**config.mk**
```make
export PLATFORM = sky130hd
export DESIGN_NAME = moore_nonoverlap_seq_detector
export DESIGN_NICKNAME = d
export VERILOG_FILES = /design/src/rtl/moore_nonoverlap_seq_detector.sv
export SDC_FILE = /design/constraint.sdc
export NUM_CORES = 1
export LEC_CHECK = 0
export CAP_MARGIN = 20
export CORE_AREA = 2 2 39 41
export DETAILED_ROUTE_END_ITERATION = 7
export DIE_AREA = 0 0 41 43
export DONT_BUFFER_PORTS = 1
export PLACE_DENSITY = 0.3
export SLEW_MARGIN = 40
export SYNTH_ARGS = -nofsm -noshare
export SYNTH_HDL_FRONTEND = slang
export SYNTH_SLANG_ARGS = --single-unit
export TNS_END_PERCENT = 30
```
**constraint.sdc**
```tcl
create_clock -name i_clk -period 3.2 [get_ports i_clk]
set_clock_uncertainty 0.05 [all_clocks]
set_input_delay 0 -clock i_clk [delete_from_list [all_inputs] [get_ports i_clk]]
set_output_delay 0 -clock i_clk [all_outputs]
set_load 0.01 [all_outputs]
```
**src/rtl/moore_nonoverlap_seq_detector.sv**
```systemverilog
// Moore serial pattern detector with non-overlapping matches.
// One input bit is sampled per rising edge. o_seq_detected is high for the
// single cycle the FSM spends in the DETECT state. Partial-match recovery
// follows the KMP failure rule. Every transition is computed from SEQ at
// elaboration time, so the fabric holds two small constant lookup tables.
module moore_nonoverlap_seq_detector #(
  parameter int                 SEQ_LEN = 4,
  parameter logic [SEQ_LEN-1:0] SEQ     = 4'b1100
) (
  input  logic i_clk,
  input  logic i_reset,
  input  logic i_x,
  output logic o_seq_detected
);

  // States 0..SEQ_LEN-1 count matched leading bits. State SEQ_LEN is DETECT.
  localparam int              SW     = $clog2(SEQ_LEN + 1);
  localparam int              NSLOT  = 2 ** SW;
  localparam logic [SW-1:0]   S_IDLE = '0;
  localparam logic [SW-1:0]   S_DET  = SW'(SEQ_LEN);

  // Returns bit i of the pattern, counting from the first bit received (MSB).
  function automatic logic pat_bit(input int i);
    return SEQ[SEQ_LEN-1-i];
  endfunction

  // Finds the next state from "k bits matched" when bit x arrives. The result
  // is the longest suffix of (pattern[0..k-1], x) that is also a pattern
  // prefix. A full extension gives k+1, which is DETECT when k = SEQ_LEN-1.
  function automatic int kmp_next(input int k, input logic x);
    int   best;
    int   m;
    logic ok;
    logic s_bit;
    best = 0;
    for (int j = 1; j <= SEQ_LEN; j++) begin
      if (j <= k + 1) begin
        ok = 1'b1;
        for (int i = 0; i < SEQ_LEN; i++) begin
          if (i < j) begin
            m     = k + 1 - j + i;
            s_bit = (m < k) ? pat_bit(m) : x;
            if (s_bit != pat_bit(i)) ok = 1'b0;
          end
        end
        if (ok) best = j;
      end
    end
    return best;
  endfunction

  // Transition tables are indexed by the current state. DETECT reuses the
  // IDLE row, so the tail of a completed match never seeds the next one.
  // Encodings above DETECT cannot be reached. They fall back to IDLE.
  logic [SW-1:0] nxt_on0 [NSLOT];
  logic [SW-1:0] nxt_on1 [NSLOT];

  for (genvar g = 0; g < NSLOT; g++) begin : g_tbl
    localparam int ROW = (g == SEQ_LEN) ? 0 : g;
    localparam int N0  = (g > SEQ_LEN) ? 0 : kmp_next(ROW, 1'b0);
    localparam int N1  = (g > SEQ_LEN) ? 0 : kmp_next(ROW, 1'b1);
    assign nxt_on0[g] = SW'(N0);
    assign nxt_on1[g] = SW'(N1);
  end

  logic [SW-1:0] state_q;
  logic [SW-1:0] state_nxt;

  // State register. A synchronous reset takes priority over the data bit.
  always_ff @(posedge i_clk) begin
    if (i_reset) begin
      state_q <= S_IDLE;
    end else begin
      state_q <= state_nxt;
    end
  end

  // Next-state lookup driven by the sampled serial bit.
  always_comb begin
    state_nxt = state_q;
    if (i_x) begin
      state_nxt = nxt_on1[state_q];
    end else begin
      state_nxt = nxt_on0[state_q];
    end
  end

  // Moore output. It decodes the state only, with no path from i_x.
  always_comb begin
    o_seq_detected = 1'b0;
    if (state_q == S_DET) o_seq_detected = 1'b1;
  end

endmodule

```
==> qor.yml, run 1 <==
io_pins: 4
core_sq_um: 1380
dpl.hpwl_um: 218
netlist_area_sq_um: 155
via_count: 140
grt_first_pass_wirelength_um: 558
grt_pass1_vias: 150
ys_types: 11
holdPathEnd: "state_q[0]"
tightest_slew_ns: 0.223
startpoint_type: "flop"
synth-seq-cells: 3
relSlewSlack_pct: 85.0
critPathCaptureType: "flop"
hold_depth: 2
cts_buffers: 3
largest_reg_flops: 3
diodes: 0
status: "complete, no violations"
syn2layout_area_growth_pct: 49.2
rr_startpoint: "state_q[0]"
first_pass_iters: 3
rows: 14
reg_top3: "state_q: 3 flops"
syn_nets: 21
reg2reg_slack_ns: 1.48
clock_path_buffers: 2
die_w_um: 41
power_leakage_nw: 0.0943
cts-root-buf: "clkbuf_4"
fin_area_sq_um: 231
clk_transition_reported_paths_ns: 0.04
numClockSinks: 3
critPathArrivalTime_ns: 1.79
dieArea_sq_um: 1760
ant_nets: 0
grt_max_degree: 6
nets: 29
cts-resized-gates: 0
track_usage_pct: 5.42
rsz0062_at_grt: "false"
synth_top_cell_by_area: "dfxtp_1"
drt-initial-drc-count: 5
drive_above_1_share_pct: 13.0
final_cells: 39
synthCells: 16
final_cell_mix: "clkbuf_4, dlygate4sd3_1, dfxtp_1"
holdCritStartpoint: "i_x"
gp_congestion: 0.621
r2r_cells: 6
grt-ovfl-total: 0
critPathMaxFanout: 3
fin_crit_ns: 1.72
top_register: "state_q"
routed_wirelength_um: 319
die_y_um: 43
hold_path.class: "input port to flop"
r2r-end: "state_q[0]"
yosysTopAreaCellShare_pct: 38.7
wire_per_inst_um: 8.18
cts_tree: "yes"
total_power_mw: 0.123
yosys-top-cells-area: "dfxtp_1, ha_1, mux2i_1"
required_ns: 3.26
critical_path_class: "flop to flop"
fin_setup_tns_ns: 0
htree_levels: 1
start_util_pct: 11.2
placedCellCount: 32
clock_latency_ns: 0.23
maxSlewViolCount: 0
synth_warnings: 0
syn_avg_cell_area_sq_um: 9.70
power_density_nw_per_um2: 531
max_cap_violations: 0
place_area_sq_um: 175
viasPerCell: 3.59
min_period_over_period_pct: 53.9
port_buffers: 0
nFillCells: 150
drc: 0
final-hold-violation-count: 0
antenna_found_initial: 0
finalSetupViolCount: 0
vdd_ir_drop_max_uv: 173
ys_seq_area_share_pct: 38.7
max_freq_mhz: 580
-- routing by layer --
metal  vias to the layer above  wire (um)  GRT usage [%]  part of all wire, %
li1                         73          -              -                    -
met1                        63        172           6.41                   54
met2                         4        115           5.00                   36
met3                         0         31           3.14                  9.7
met4                         0          0           8.00                    0
met5                         -          0              0                    0
-- cell usage after synthesis --
master and n:
a311oi_1 1, inv_1 2, nor2_1 1, nor4_1 1, dfxtp_1 3, mux2i_1 2, nor3_1 1, a2bb2oi_1 1
nand2_1 1, ha_1 2, and2_1 1
-- logic make-up after synthesis --
group	after synthesis	synth area share, %
compound gates	2	11.3
fa+ha+maj	2	16.1
buf+inv	2	4.84
flops	3	38.7
mux	2	12.9
simple gates	5	16.1
-- worst max-delay path: stages (launching register included) --
cell and delay [ns]:
dfxtp_1 0.34, inv_1 0.07, ha_1 0.20, mux2i_1 0.13, a2bb2oi_1 0.18, a311oi_1 0.07
dlygate4sd3_1 0.56
-- per-stage QoR --
| stage | util, % | worst slack (ns) | hold slack [ns] |
|---|---|---|---|
| floorplan | - | 2.13 | 0.0221 |
| global placement | 12.7 | 2.06 | 0.0280 |
| detailed placement | 12.7 | 2.03 | 0.0304 |
| CTS | 16.7 | 1.48 | 0.380 |
| global route | 16.7 | 1.35 | 0.409 |
| finish | 16.7 | 1.48 | 0.394 |
-- layout make-up --
class | count | area (sq um) | area share (%)
Clock buffer | 4 | 26.3 | 11.4
Inverter | 2 | 7.51 | 3.24
Multi-Input combinational cell | 11 | 87.6 | 37.8
Sequential cell | 3 | 60.1 | 25.9
Tap cell | 16 | 20.0 | 8.65
Timing Repair Buffer | 3 | 30.0 | 13.0
-- where the power goes --
group | internal [mW] | switching (mW)
clock network | 0.0466 | 0.0180
logic | 0.00908 | 0.00665
registers | 0.0402 | 0.00238
-- worst max-delay path by stage --
| stage | start | to | cells after the start |
|---|---|---|---|
| 2_1_floorplan | state_q[0] | state_q[0] | 5 |
| 3_3_place_gp | state_q[0] | state_q[0] | 5 |
| 3_5_place_dp | state_q[0] | state_q[0] | 5 |
| 4_1_cts | state_q[0] | state_q[0] | 6 |
| 5_1_grt | state_q[1] | state_q[0] | 5 |
| 6_report | state_q[0] | state_q[0] | 6 |
-- what timing repair did --
| item | CTS | global route |
|---|---|---|
| hold endpoints to repair | 3 | 0 |
| hold buffers | 3 | 0 |
| endpoints found under the setup margin | 0 | 0 |
| buffers inserted | 0 | 0 |
Note: power is estimated with default switching activity, not from simulation.
==> inputs of run 2 (changes only) <==
ABC_AREA = 1   (was not set)
clock period = 1.7 ns   (was 3.2 ns; I/O delays follow)
==> run 2 against run 1 <==
Compared with the run above: power rose by 86%; combinational power rose by 75%; setup slack got worse by 1.3 ns; non-clock buffer count did not move; final cell count rose by 21%; die area did not move; area after synthesis rose by 7.3%; global-route usage fell by 0.10 points; sequential power rose by 84%; count of clock-buffer cells in the layout did not move; synthesized cell count rose by 50%; critical path type unchanged; critical endpoint is now state_q[1].
==> qor.yml, run 2 <==
critical_path_class: "flop to flop"
grt_pass1_vias: 164
holdCritStartpoint: "i_x"
die_y_um: 43
fin_ws_ns: 0.150
max_cap_violations: 0
dieArea_sq_um: 1760
place_area_sq_um: 186
syn_nets: 29
reg_top3: "state_q: 3 flops"
power_leakage_nw: 0.115
relSlewSlack_pct: 87.3
layout_commonest_cell: "nand2_1"
top_register: "state_q"
drt-initial-drc-count: 1
total_power_mw: 0.229
grt_max_degree: 6
wire_per_inst_um: 7.83
critPathArrivalTime_ns: 1.67
ant_nets: 0
diodes: 0
port_buffers: 0
ys_types: 10
synth_edf_count: 0
final_cells: 47
largest_reg_flops: 3
yosys_most_used_dff: "dfxtp_1"
dp_slack_ns: 0.672
antenna_found_initial: 0
yosys-top-cells-count: "nand2_1, inv_1, dfxtp_1, nor2_1, ha_1"
syn_avg_cell_area_sq_um: 6.93
drc: 0
start_util_pct: 12.0
synthCells: 24
final-hold-violation-count: 0
synth-seq-cells: 3
via_count: 157
fin_setup_tns_ns: 0
fin_crit_ns: 1.55
yosysTopAreaCellShare_pct: 36.1
critPathMaxFanout: 4
core_sq_um: 1380
cts_buffers: 3
die_w_um: 41
startpoint_type: "flop"
synth_warnings: 0
cts-root-buf: "clkbuf_4"
r2r_cells: 5
synth_top_cell_by_area: "dfxtp_1"
r2r-end: "state_q[1]"
hold_depth: 4
cts-resized-gates: 0
ys_seq_area_share_pct: 36.1
routed_wirelength_um: 368
cts_tree: "yes"
status: "complete, no violations"
yosys-top-cells-area: "dfxtp_1, nand2_1, ha_1"
hold_slack_ns: 0.00812
yosysMostFrequentCell: "nand2_1"
viasPerCell: 3.34
vdd_ir_drop_max_uv: 177
required_ns: 1.82
drive_above_1_share_pct: 12.9
final_cell_mix: "nand2_1, inv_1"
clock_path_buffers: 2
netlist_area_sq_um: 166
critPathCaptureType: "flop"
track_usage_pct: 5.32
htree_levels: 1
max_freq_mhz: 645
rsz0062_at_grt: "false"
io_pins: 4
first_pass_iters: 2
holdPathEnd: "state_q[0]"
fin_util_pct: 17.5
reg2reg_slack_ns: 0.15
synthArstFlopShare_pct: 0
numClockSinks: 3
gp_congestion: 0.647
placedCellCount: 40
power_density_nw_per_um2: 942
maxSlewViolCount: 0
clock_latency_ns: 0.23
tightest_slew_ns: 0.190
grt-ovfl-total: 0
min_period_over_period_pct: 91.2
rr_startpoint: "state_q[1]"
nets: 37
fin_area_sq_um: 243
finalSetupViolCount: 0
hold_path.class: "input port to flop"
clk_transition_reported_paths_ns: 0.04
syn2layout_area_growth_pct: 45.9
rows: 14
grt_first_pass_wirelength_um: 572
==> run 2: cell count changes in the layout (fill, tap and decap cells not counted) <==
cell	previous run	this run
inv_1	2	4
nor2_1	1	3
mux2i_1	2	0
a2bb2oi_1	1	0
nand3b_1	0	1
a311oi_1	1	0
nor4_1	1	0
nand3_1	0	1
nor2_2	0	1
a21oi_1	0	1
nand2_1	1	7
and2_1	1	0
==> run 2: worst max path at each step <==
| stage | slack [ns] | startpoint | endpoint |
|---|---|---|---|
| after floorplan | 0.77 | state_q[1] | state_q[0] |
| after global placement | 0.67 | state_q[1] | state_q[1] |
| after detailed placement | 0.67 | state_q[1] | state_q[0] |
| after CTS | 0.15 | state_q[1] | state_q[1] |
| after global routing | 0.07 | state_q[1] | state_q[1] |
| final | 0.15 | state_q[1] | state_q[1] |
==> run 2: final cells by class <==
cell class	instances	area [sq um]
tap	16	20.0
timing repair buffer	3	30.0
sequential	3	60.1
clock buffer	4	26.3
inverter	4	15.0
fill	158	1140
multi-input combinational	17	91.3
==> run 2: per-layer routing <==
| layer | global-route usage, % | part of all wire [%] | vias up |
|---|---|---|---|
| met3 | 1.57 | 6.5 | 0 |
| met4 | 8.00 | 0 | 0 |
| li1 | - | - | 88 |
| met2 | 5.31 | 42 | 4 |
| met5 | 0 | 0 | - |
| met1 | 6.73 | 52 | 65 |
==> run 2: cell families (layout without fill, tap and decap cells) <==
kind of cell             count (synthesis)  in the layout  share of synthesized area, %
flip-flops                               3              3                          36.1
AO/OA/AOI/OAI                            1              1                          3.00
AND/OR/NAND/NOR                         14             14                          36.8
buffers and inverters                    4             11                          9.02
adder cells (fa/ha/maj)                  2              2                          15.0
==> run 2: power by group <==
group | internal (mW) | switching, mW
Clock | 0.0878 | 0.0349
Sequential | 0.0752 | 0.00328
Combinational | 0.0136 | 0.0140
Total | 0.177 | 0.0522
==> run 2: what timing repair did <==
action,CTS,global route
setup buffers,0,0
hold buffers,3,0
endpoints found under the hold margin,3,0
==> run 2: worst max-delay path, cell delays in order, from the launching register on <==
cell           delay (ns)
dfxtp_1              0.37
inv_1                0.06
ha_1                 0.26
nand3b_1             0.07
a21oi_1              0.13
dlygate4sd3_1        0.55
